**src/rtl/icache_ctrl_if.sv**
```systemverilog
// Fetch, data-RAM and refill signals of the I-cache controller.
// master: controller side; slave: core/RAM/memory side.
interface icache_ctrl_if #(
   parameter int ADDR_WIDTH = 32,
   parameter int LINE_WIDTH = 512,
   parameter int INDEX_BITS = 5
) ();
   logic                  fetch_req_i;
   logic [ADDR_WIDTH-1:0] fetch_addr_i;
   logic                  fetch_gnt_o;
   logic                  fetch_valid_o;
   logic [31:0]           fetch_instr_o;
   logic                  flush_i;
   logic [INDEX_BITS-1:0] ram_addr_o;
   logic [LINE_WIDTH-1:0] ram_data_o;
   logic                  ram_we_o;
   logic [LINE_WIDTH-1:0] ram_data_i;
   logic                  mem_req_o;
   logic [ADDR_WIDTH-1:0] mem_addr_o;
   logic                  mem_ack_i;
   logic [LINE_WIDTH-1:0] mem_data_i;

   modport master (
      input  fetch_req_i, fetch_addr_i, flush_i,
      input  ram_data_i, mem_ack_i, mem_data_i,
      output fetch_gnt_o, fetch_valid_o, fetch_instr_o,
      output ram_addr_o, ram_data_o, ram_we_o,
      output mem_req_o, mem_addr_o
   );

   modport slave (
      output fetch_req_i, fetch_addr_i, flush_i,
      output ram_data_i, mem_ack_i, mem_data_i,
      input  fetch_gnt_o, fetch_valid_o, fetch_instr_o,
      input  ram_addr_o, ram_data_o, ram_we_o,
      input  mem_req_o, mem_addr_o
   );
endinterface

```
**src/rtl/icache_ctrl.sv**
```systemverilog
// Direct-mapped I-cache controller: tag/valid arrays, data RAM sequencing,
// single-beat line refill. Ports: clk, rst (async active-low), bus (master).
module icache_ctrl #(
   parameter int ADDR_WIDTH = 32,
   parameter int LINE_WIDTH = 512,
   parameter int INDEX_BITS = 5
) (
   input  logic          clk,
   input  logic          rst,
   icache_ctrl_if.master bus
);
   localparam int OFFSET_BITS   = $clog2(LINE_WIDTH / 8);
   localparam int WORD_SEL_BITS = OFFSET_BITS - 2;
   localparam int TAG_BITS      = ADDR_WIDTH - INDEX_BITS - OFFSET_BITS;
   localparam int SETS          = 1 << INDEX_BITS;

   typedef enum logic [1:0] {
      IDLE,
      LOOKUP,
      MISS,
      FILL
   } state_t;

   state_t state_q;
   state_t state_d;

   logic [ADDR_WIDTH-1:2]    req_addr;
   logic [SETS-1:0]          valid_q;
   logic [TAG_BITS-1:0]      tag_arr [SETS];
   logic                     flush_pend;
   logic [LINE_WIDTH-1:0]    fill_buf;
   logic [31:0]              last_instr;

   logic [TAG_BITS-1:0]      req_tag;
   logic [INDEX_BITS-1:0]    req_index;
   logic [WORD_SEL_BITS-1:0] req_word;
   logic [INDEX_BITS-1:0]    f_index;
   logic [31:0]              ram_word;
   logic [31:0]              fill_word;
   logic                     hit;
   logic                     flush_any;
   logic                     accept;
   logic                     unused_lo;

   assign req_tag   = req_addr[ADDR_WIDTH-1 -: TAG_BITS];
   assign req_index = req_addr[OFFSET_BITS+INDEX_BITS-1:OFFSET_BITS];
   assign req_word  = req_addr[OFFSET_BITS-1:2];
   assign f_index   =
      bus.fetch_addr_i[OFFSET_BITS+INDEX_BITS-1:OFFSET_BITS];
   assign unused_lo = ^bus.fetch_addr_i[1:0];

   assign ram_word  = bus.ram_data_i[{req_word, 5'd0} +: 32];
   assign fill_word = fill_buf[{req_word, 5'd0} +: 32];

   assign hit       = valid_q[req_index] &&
                      (tag_arr[req_index] == req_tag);
   assign flush_any = bus.flush_i || flush_pend;
   assign accept    = (state_q == IDLE) && rst && !flush_any &&
                      bus.fetch_req_i;

   always_comb begin
      state_d           = state_q;
      bus.fetch_gnt_o   = 1'b0;
      bus.fetch_valid_o = 1'b0;
      bus.fetch_instr_o = last_instr;
      bus.ram_addr_o    = '0;
      bus.ram_data_o    = '0;
      bus.ram_we_o      = 1'b0;
      bus.mem_req_o     = 1'b0;
      bus.mem_addr_o    = '0;
      unique case (state_q)
         IDLE: begin
            // rst gating keeps the grant and RAM address low while
            // reset is held, since IDLE is the reset state
            bus.fetch_gnt_o = rst && !flush_any;
            if (accept) begin
               bus.ram_addr_o = f_index;
               state_d        = LOOKUP;
            end
         end
         LOOKUP: begin
            if (hit) begin
               bus.fetch_valid_o = 1'b1;
               bus.fetch_instr_o = ram_word;
               state_d           = IDLE;
            end else begin
               state_d = MISS;
            end
         end
         MISS: begin
            bus.mem_req_o  = 1'b1;
            bus.mem_addr_o = {req_tag, req_index,
                              {OFFSET_BITS{1'b0}}};
            if (bus.mem_ack_i) begin
               state_d = FILL;
            end
         end
         FILL: begin
            bus.ram_we_o      = 1'b1;
            bus.ram_addr_o    = req_index;
            bus.ram_data_o    = fill_buf;
            bus.fetch_valid_o = 1'b1;
            bus.fetch_instr_o = fill_word;
            state_d           = IDLE;
         end
         default: begin
            state_d = IDLE;
         end
      endcase
   end

   always_ff @(posedge clk or negedge rst) begin
      if (!rst) begin
         state_q    <= IDLE;
         valid_q    <= '0;
         flush_pend <= 1'b0;
         req_addr   <= '0;
         fill_buf   <= '0;
         last_instr <= '0;
      end else begin
         state_q <= state_d;
         // a flush seen mid-fetch is deferred to the next IDLE cycle,
         // so the line being filled is invalidated right after
         if (state_q == IDLE) begin
            if (flush_any) begin
               valid_q    <= '0;
               flush_pend <= 1'b0;
            end
         end else if (bus.flush_i) begin
            flush_pend <= 1'b1;
         end
         if (state_q == FILL) begin
            valid_q[req_index] <= 1'b1;
         end
         if (accept) begin
            req_addr <= bus.fetch_addr_i[ADDR_WIDTH-1:2];
         end
         if ((state_q == MISS) && bus.mem_ack_i) begin
            fill_buf <= bus.mem_data_i;
         end
         if (bus.fetch_valid_o) begin
            last_instr <= bus.fetch_instr_o;
         end
      end
   end

   always_ff @(posedge clk) begin
      if (state_q == FILL) begin
         tag_arr[req_index] <= req_tag;
      end
   end
endmodule

```
**src/flat_wrapper.sv**
```systemverilog
// flat-port wrapper written by rule: the top's interface ports become plain ports
module icache_ctrl_flat 
#(
   parameter int ADDR_WIDTH = 32,
   parameter int LINE_WIDTH = 512,
   parameter int INDEX_BITS = 5
)
  (clk, rst, bus_fetch_req_i, bus_fetch_addr_i, bus_flush_i, bus_ram_data_i, bus_mem_ack_i, bus_mem_data_i, bus_fetch_gnt_o, bus_fetch_valid_o, bus_fetch_instr_o, bus_ram_addr_o, bus_ram_data_o, bus_ram_we_o, bus_mem_req_o, bus_mem_addr_o);
  icache_ctrl_if #(.ADDR_WIDTH(ADDR_WIDTH), .LINE_WIDTH(LINE_WIDTH), .INDEX_BITS(INDEX_BITS)) bus_i ();
  input  logic clk;
  input  logic rst;
  input wire logic [$bits(bus_i.fetch_req_i)-1:0] bus_fetch_req_i;
  input wire logic [$bits(bus_i.fetch_addr_i)-1:0] bus_fetch_addr_i;
  input wire logic [$bits(bus_i.flush_i)-1:0] bus_flush_i;
  input wire logic [$bits(bus_i.ram_data_i)-1:0] bus_ram_data_i;
  input wire logic [$bits(bus_i.mem_ack_i)-1:0] bus_mem_ack_i;
  input wire logic [$bits(bus_i.mem_data_i)-1:0] bus_mem_data_i;
  output wire logic [$bits(bus_i.fetch_gnt_o)-1:0] bus_fetch_gnt_o;
  output wire logic [$bits(bus_i.fetch_valid_o)-1:0] bus_fetch_valid_o;
  output wire logic [$bits(bus_i.fetch_instr_o)-1:0] bus_fetch_instr_o;
  output wire logic [$bits(bus_i.ram_addr_o)-1:0] bus_ram_addr_o;
  output wire logic [$bits(bus_i.ram_data_o)-1:0] bus_ram_data_o;
  output wire logic [$bits(bus_i.ram_we_o)-1:0] bus_ram_we_o;
  output wire logic [$bits(bus_i.mem_req_o)-1:0] bus_mem_req_o;
  output wire logic [$bits(bus_i.mem_addr_o)-1:0] bus_mem_addr_o;
  assign bus_i.fetch_req_i = bus_fetch_req_i;
  assign bus_i.fetch_addr_i = bus_fetch_addr_i;
  assign bus_i.flush_i = bus_flush_i;
  assign bus_i.ram_data_i = bus_ram_data_i;
  assign bus_i.mem_ack_i = bus_mem_ack_i;
  assign bus_i.mem_data_i = bus_mem_data_i;
  assign bus_fetch_gnt_o = bus_i.fetch_gnt_o;
  assign bus_fetch_valid_o = bus_i.fetch_valid_o;
  assign bus_fetch_instr_o = bus_i.fetch_instr_o;
  assign bus_ram_addr_o = bus_i.ram_addr_o;
  assign bus_ram_data_o = bus_i.ram_data_o;
  assign bus_ram_we_o = bus_i.ram_we_o;
  assign bus_mem_req_o = bus_i.mem_req_o;
  assign bus_mem_addr_o = bus_i.mem_addr_o;
  icache_ctrl #(.ADDR_WIDTH(ADDR_WIDTH), .LINE_WIDTH(LINE_WIDTH), .INDEX_BITS(INDEX_BITS)) u_core (.clk(clk), .rst(rst), .bus(bus_i));
endmodule
```
**config.mk**
```make
export PLATFORM = sky130hd
export DESIGN_NAME = icache_ctrl_flat
export DESIGN_NICKNAME = d
export VERILOG_FILES = /design/src/rtl/icache_ctrl_if.sv /design/src/rtl/icache_ctrl.sv /design/src/flat_wrapper.sv
export SDC_FILE = /design/constraint.sdc
export NUM_CORES = 2
export LEC_CHECK = 0
export ABC_CLOCK_PERIOD_IN_PS = 8150
export CAP_MARGIN = 30
export CORE_AREA = 2 2 645 647
export CTS_BUF_LIST = sky130_fd_sc_hd__clkbuf_4 sky130_fd_sc_hd__clkbuf_8 sky130_fd_sc_hd__clkbuf_16
export DETAILED_ROUTE_END_ITERATION = 6
export DIE_AREA = 0 0 647 649
export PLACE_DENSITY = 0.35
export SLEW_MARGIN = 0
export SYNTH_ARGS = -nofsm -noshare
export SYNTH_HDL_FRONTEND = slang
export SYNTH_SLANG_ARGS = --single-unit
export TNS_END_PERCENT = 50
```
**constraint.sdc**
```tcl
create_clock -name clk -period 8.15 [get_ports clk]
set_input_delay 1.2225 -clock clk [delete_from_list [all_inputs] [get_ports clk]]
set_output_delay 1.2225 -clock clk [all_outputs]
set_load 0.02 [all_outputs]
```
==> results.py <==
metrics = {
    "sta": {
        "least_margin_pin_slew_ns": 1.081,
        "fin_worst_skew_ns": 0.1285,
        "postLayoutSetupSlackWorst_ns": 0.1861,
        "setup_total_negative_slack_ns": 0,
        "max_slew_margin_pct": 27.69,
        "final_period_minus_worst_setup_slack_ns": 7.964,
        "hold_viol_final": 0,
        "setup_viol": 0,
        "grt_setup_unrepaired": "false",
        "post-route-period-util_pct": 97.72,
        "max_clock_freq_mhz": 125.6,
        "maxSlewViolCount": 0,
    },
    "floorplan": {
        "fp.coreArea_um2": 412500,
        "die_area_um2": 419900,
        "placement_rows": 236,
        "initial_cell_density_of_the_core_pct": 14.71,
        "pin_count": 1646,
        "floorplan.die.width_um": 647,
        "chipHeight_um": 649,
    },
    "layout": {
        "multi_input_area_um2": 24080,
        "areaGrowthSynthToFinish_pct": 49.85,
        "drive_above_1_share_pct": 23.71,
        "final_common_cell": "sky130_fd_sc_hd__clkdlybuf4s50_1",
        "nNetsFinal": 6754,
        "mostFrequentLayoutCells": "1616 x sky130_fd_sc_hd__clkdlybuf4s50_1, 672 x sky130_fd_sc_hd__edfxtp_1, 604 x sky130_fd_sc_hd__dfrtp_1",
        "seq_area_um2": 35440,
        "fin_cells": 11390,
        "num-fill-cells": 43690,
    },
    "power": {
        "power_mw": 34.73,
        "leakage_nw": 32.63,
        "irDropWorstVdd_uv": 186.2,
        "power_density_nw_per_um2": 382.0,
    },
    "route": {
        "total_vias_in_the_final_route": 46900,
        "routed_wl_um": 483900,
        "dr.first_iter.drc_count": 4209,
        "detail_route.first_pass.iterations": 5,
        "avgViaCountPerCell": 4.117,
        "drt_drc_violations_left": 0,
        "detail_route.wl_per_cell_um": 42.48,
        "final_antenna_net_count": 0,
    },
    "status": {
        "outcome": "complete, no violations",
    },
    "global_routing": {
        "largest_net_degree_at_the_start_of_global_routing": 203,
        "overall_routing_resource_usage_pct": 22.35,
        "number_of_global_route_vias_before_repair": 46720,
        "grt_pass1_wl_um": 593700,
        "grt-ovfl-total": 0,
        "grt_antenna_before_repair": 318,
    },
    "clock_network": {
        "tritoncts.num_buffers": 173,
        "clock_tree_buffer_depth": 4,
        "cts_hold_buffers": 0,
        "cts_post_setup_buffers_inserted": 0,
        "clockRootBuffer": "sky130_fd_sc_hd__clkbuf_16",
        "clock_insertion_delay_worst_skew_ns": 0.89,
        "number_of_levels_in_the_clock_h_tree": 4,
        "clock_sink_count": 1281,
        "tritoncts_clock_tree": "yes",
        "clkTransAtPathRegs_ns": 0.06,
        "post_cts_resize_count": 0,
    },
    "logic_synthesis": {
        "ys_async_sr_fraction_pct": 47.54,
        "combinational_family_with_the_most_area_after_synthesis": "multiplexers",
        "netlist.top_cell.by_area": "sky130_fd_sc_hd__edfxtp_1",
        "synthMuxAreaShare_pct": 27.22,
        "synth.top_cell.area_share_pct": 33.25,
        "synth_ff_type": "sky130_fd_sc_hd__edfxtp_1",
        "synth.top_cells.by_area": "sky130_fd_sc_hd__edfxtp_1 33%, sky130_fd_sc_hd__dfrtp_1 25%, sky130_fd_sc_hd__mux4_2 12%, sky130_fd_sc_hd__mux2_2 9.5%, sky130_fd_sc_hd__and2_1 5.6%",
        "synthDistinctLibCells": 49,
        "synth_simple_gate_area_share_pct": 8.404,
        "ys_ff_latch": 1281,
        "compound_gate_portion_of_the_synthesized_area_pct": 3.682,
        "syn_area_per_cell_um2": 15.20,
        "postSynthCellCount": 3993,
        "ys.warnings.count": 0,
        "post_synthesis_share_of_cell_area_spent_on_xor_and_xnor_gates_pct": 0.02887,
        "post_synthesis_share_of_cell_area_spent_on_full_adders_half_adders_and_majority_gates_pct": 0.08247,
        "syn-cell-area_um2": 60680,
        "synth_enable_flop_cells": 672,
        "synth_sequential_area_ratio_pct": 58.37,
    },
    "critical_path": {
        "cp.required_ns": 6.93,
        "worstSetupStartpointType": "flop",
        "critical_path.endpoint_type": "primary output",
        "path_max_fanout": 27,
        "arrival_worst_endpoint_ns": 6.74,
        "criticalPathCategory": "reg2out",
    },
    "placement": {
        "dp_hpwl_um": 393700,
        "gp_congestion": 0.9493,
        "detailedPlace.worstSlack_ns": 1.122,
        "dpl.cell_count": 10980,
        "portBuffers": 1637,
    },
    "hold_path": {
        "min_path_type": "in2async",
    },
    "flow_run": {
        "cap_violations": 0,
    },
}
==> synthesized netlist by cell type (5+ instances only) <==
| cell type | n |
|---|---|
| sky130_fd_sc_hd__a21o_1 | 34 |
| sky130_fd_sc_hd__a21oi_1 | 17 |
| sky130_fd_sc_hd__a22oi_1 | 32 |
| sky130_fd_sc_hd__and2_1 | 539 |
| sky130_fd_sc_hd__and3_1 | 11 |
| sky130_fd_sc_hd__buf_1 | 29 |
| sky130_fd_sc_hd__buf_2 | 41 |
| sky130_fd_sc_hd__buf_4 | 18 |
| sky130_fd_sc_hd__clkbuf_1 | 223 |
| sky130_fd_sc_hd__dfrtp_1 | 609 |
| sky130_fd_sc_hd__edfxtp_1 | 672 |
| sky130_fd_sc_hd__mux2_2 | 512 |
| sky130_fd_sc_hd__mux2i_1 | 336 |
| sky130_fd_sc_hd__mux4_2 | 328 |
| sky130_fd_sc_hd__nand2_1 | 167 |
| sky130_fd_sc_hd__nand4_1 | 5 |
| sky130_fd_sc_hd__nand4b_1 | 5 |
| sky130_fd_sc_hd__nand4bb_1 | 5 |
| sky130_fd_sc_hd__nor2_1 | 43 |
| sky130_fd_sc_hd__nor4_1 | 39 |
| sky130_fd_sc_hd__o211ai_1 | 65 |
| sky130_fd_sc_hd__o22ai_1 | 173 |
| sky130_fd_sc_hd__or4_1 | 38 |
==> cell type report <==
type,instances,share of cell area (%)
multi-input combinational,2399,26.49
sequential,1281,38.97
timing repair buffer,1831,20.35
clock buffer,241,5.519
inverter,3,0.01238
clock inverter,70,0.8738
antenna,92,0.2532
tap,5474,7.532
==> logic make-up (layout without fill, tap and decap cells) <==
| kind of cell | count (synthesis) | after routing |
|---|---|---|
| AO/OA/AOI/OAI | 333 | 333 |
| XOR/XNOR | 2 | 2 |
| adder cells (fa/ha/maj) | 4 | 4 |
| buffers and inverters | 318 | 2145 |
| flip-flops | 1281 | 1281 |
| multiplexers | 1176 | 1176 |
| other | 1 | 98 |
| AND/OR/NAND/NOR | 878 | 878 |
==> state kept, by name, summed over array words and instances, names as in the netlist, named ones only <==
signal and flops:
u_core.valid_q 32, u_core.fill_buf 512, u_core.tag_arr 672, u_core.flush_pend 1, u_core.last_instr 32, u_core.req_addr 30, u_core.state_q 1
==> power by group <==
group / switching [mW] / internal (mW) / total, mW
registers: 2.50 / 8.79 / 11.3
logic: 9.28 / 6.17 / 15.4
clock network: 3.26 / 4.74 / 8.00
==> metal layers <==
layer / track usage (%) / wire length, µm / part of all wire [%] / vias to the layer above
li1: - / - / - / 18890
met1: 26.96 / 193800 / 40 / 24960
met2: 36.61 / 228500 / 47 / 2144
met3: 8.335 / 42940 / 8.9 / 688
met4: 7.155 / 17290 / 3.6 / 222
met5: 0 / 1370 / 0.28 / -
==> through the flow <==
stage	hold WS (ns)	area (µm²)	util [%]
after floorplan	0.4444	60700	-
after global placement	0.4543	84290	20.43
after detailed placement	0.4635	84700	20.53
after CTS	0.1908	90510	21.94
after global routing	0.2056	90760	22.00
final	0.2547	90930	22.04
==> worst max-delay path, stage by stage, from the launching register on <==
cell and delay [ns]:
sky130_fd_sc_hd__dfrtp_1 1.02, sky130_fd_sc_hd__nand4b_1 0.86, sky130_fd_sc_hd__buf_4 0.47, sky130_fd_sc_hd__buf_4 0.22, sky130_fd_sc_hd__o22ai_1 0.13, sky130_fd_sc_hd__nor4_1 0.09, sky130_fd_sc_hd__and3_1 0.18, sky130_fd_sc_hd__nor4_1 0.66
sky130_fd_sc_hd__buf_4 0.22, sky130_fd_sc_hd__nand4_1 0.11, sky130_fd_sc_hd__buf_4 0.25, sky130_fd_sc_hd__or4_1 0.53, sky130_fd_sc_hd__o211ai_1 0.26, sky130_fd_sc_hd__clkdlybuf4s50_1 0.76
==> final timing paths <==
path | startpoint | endpoint | slack (ns) | depth (start not counted)
max | u_core.req_addr[9]$_DFFE_PN0P_ | bus_fetch_instr_o[5] | 0.19 | 13
min | rst | u_core.fill_buf[47]$_DFFE_PN0P_ | 0.25 | 1
max reg2reg | u_core.req_addr[9]$_DFFE_PN0P_ | u_core.last_instr[3]$_DFFE_PN0P_ | 2.58 | 14
min reg2reg | u_core.valid_q[30]$_DFF_PN0_ | u_core.valid_q[30]$_DFF_PN0_ | 0.48 | 1
max in group asynchronous | rst | u_core.fill_buf[146]$_DFFE_PN0P_ | 4.75 | 5
min in group clk | u_core.valid_q[30]$_DFF_PN0_ | u_core.valid_q[30]$_DFF_PN0_ | 0.48 | 1
(Power assumes the default switching activity.)
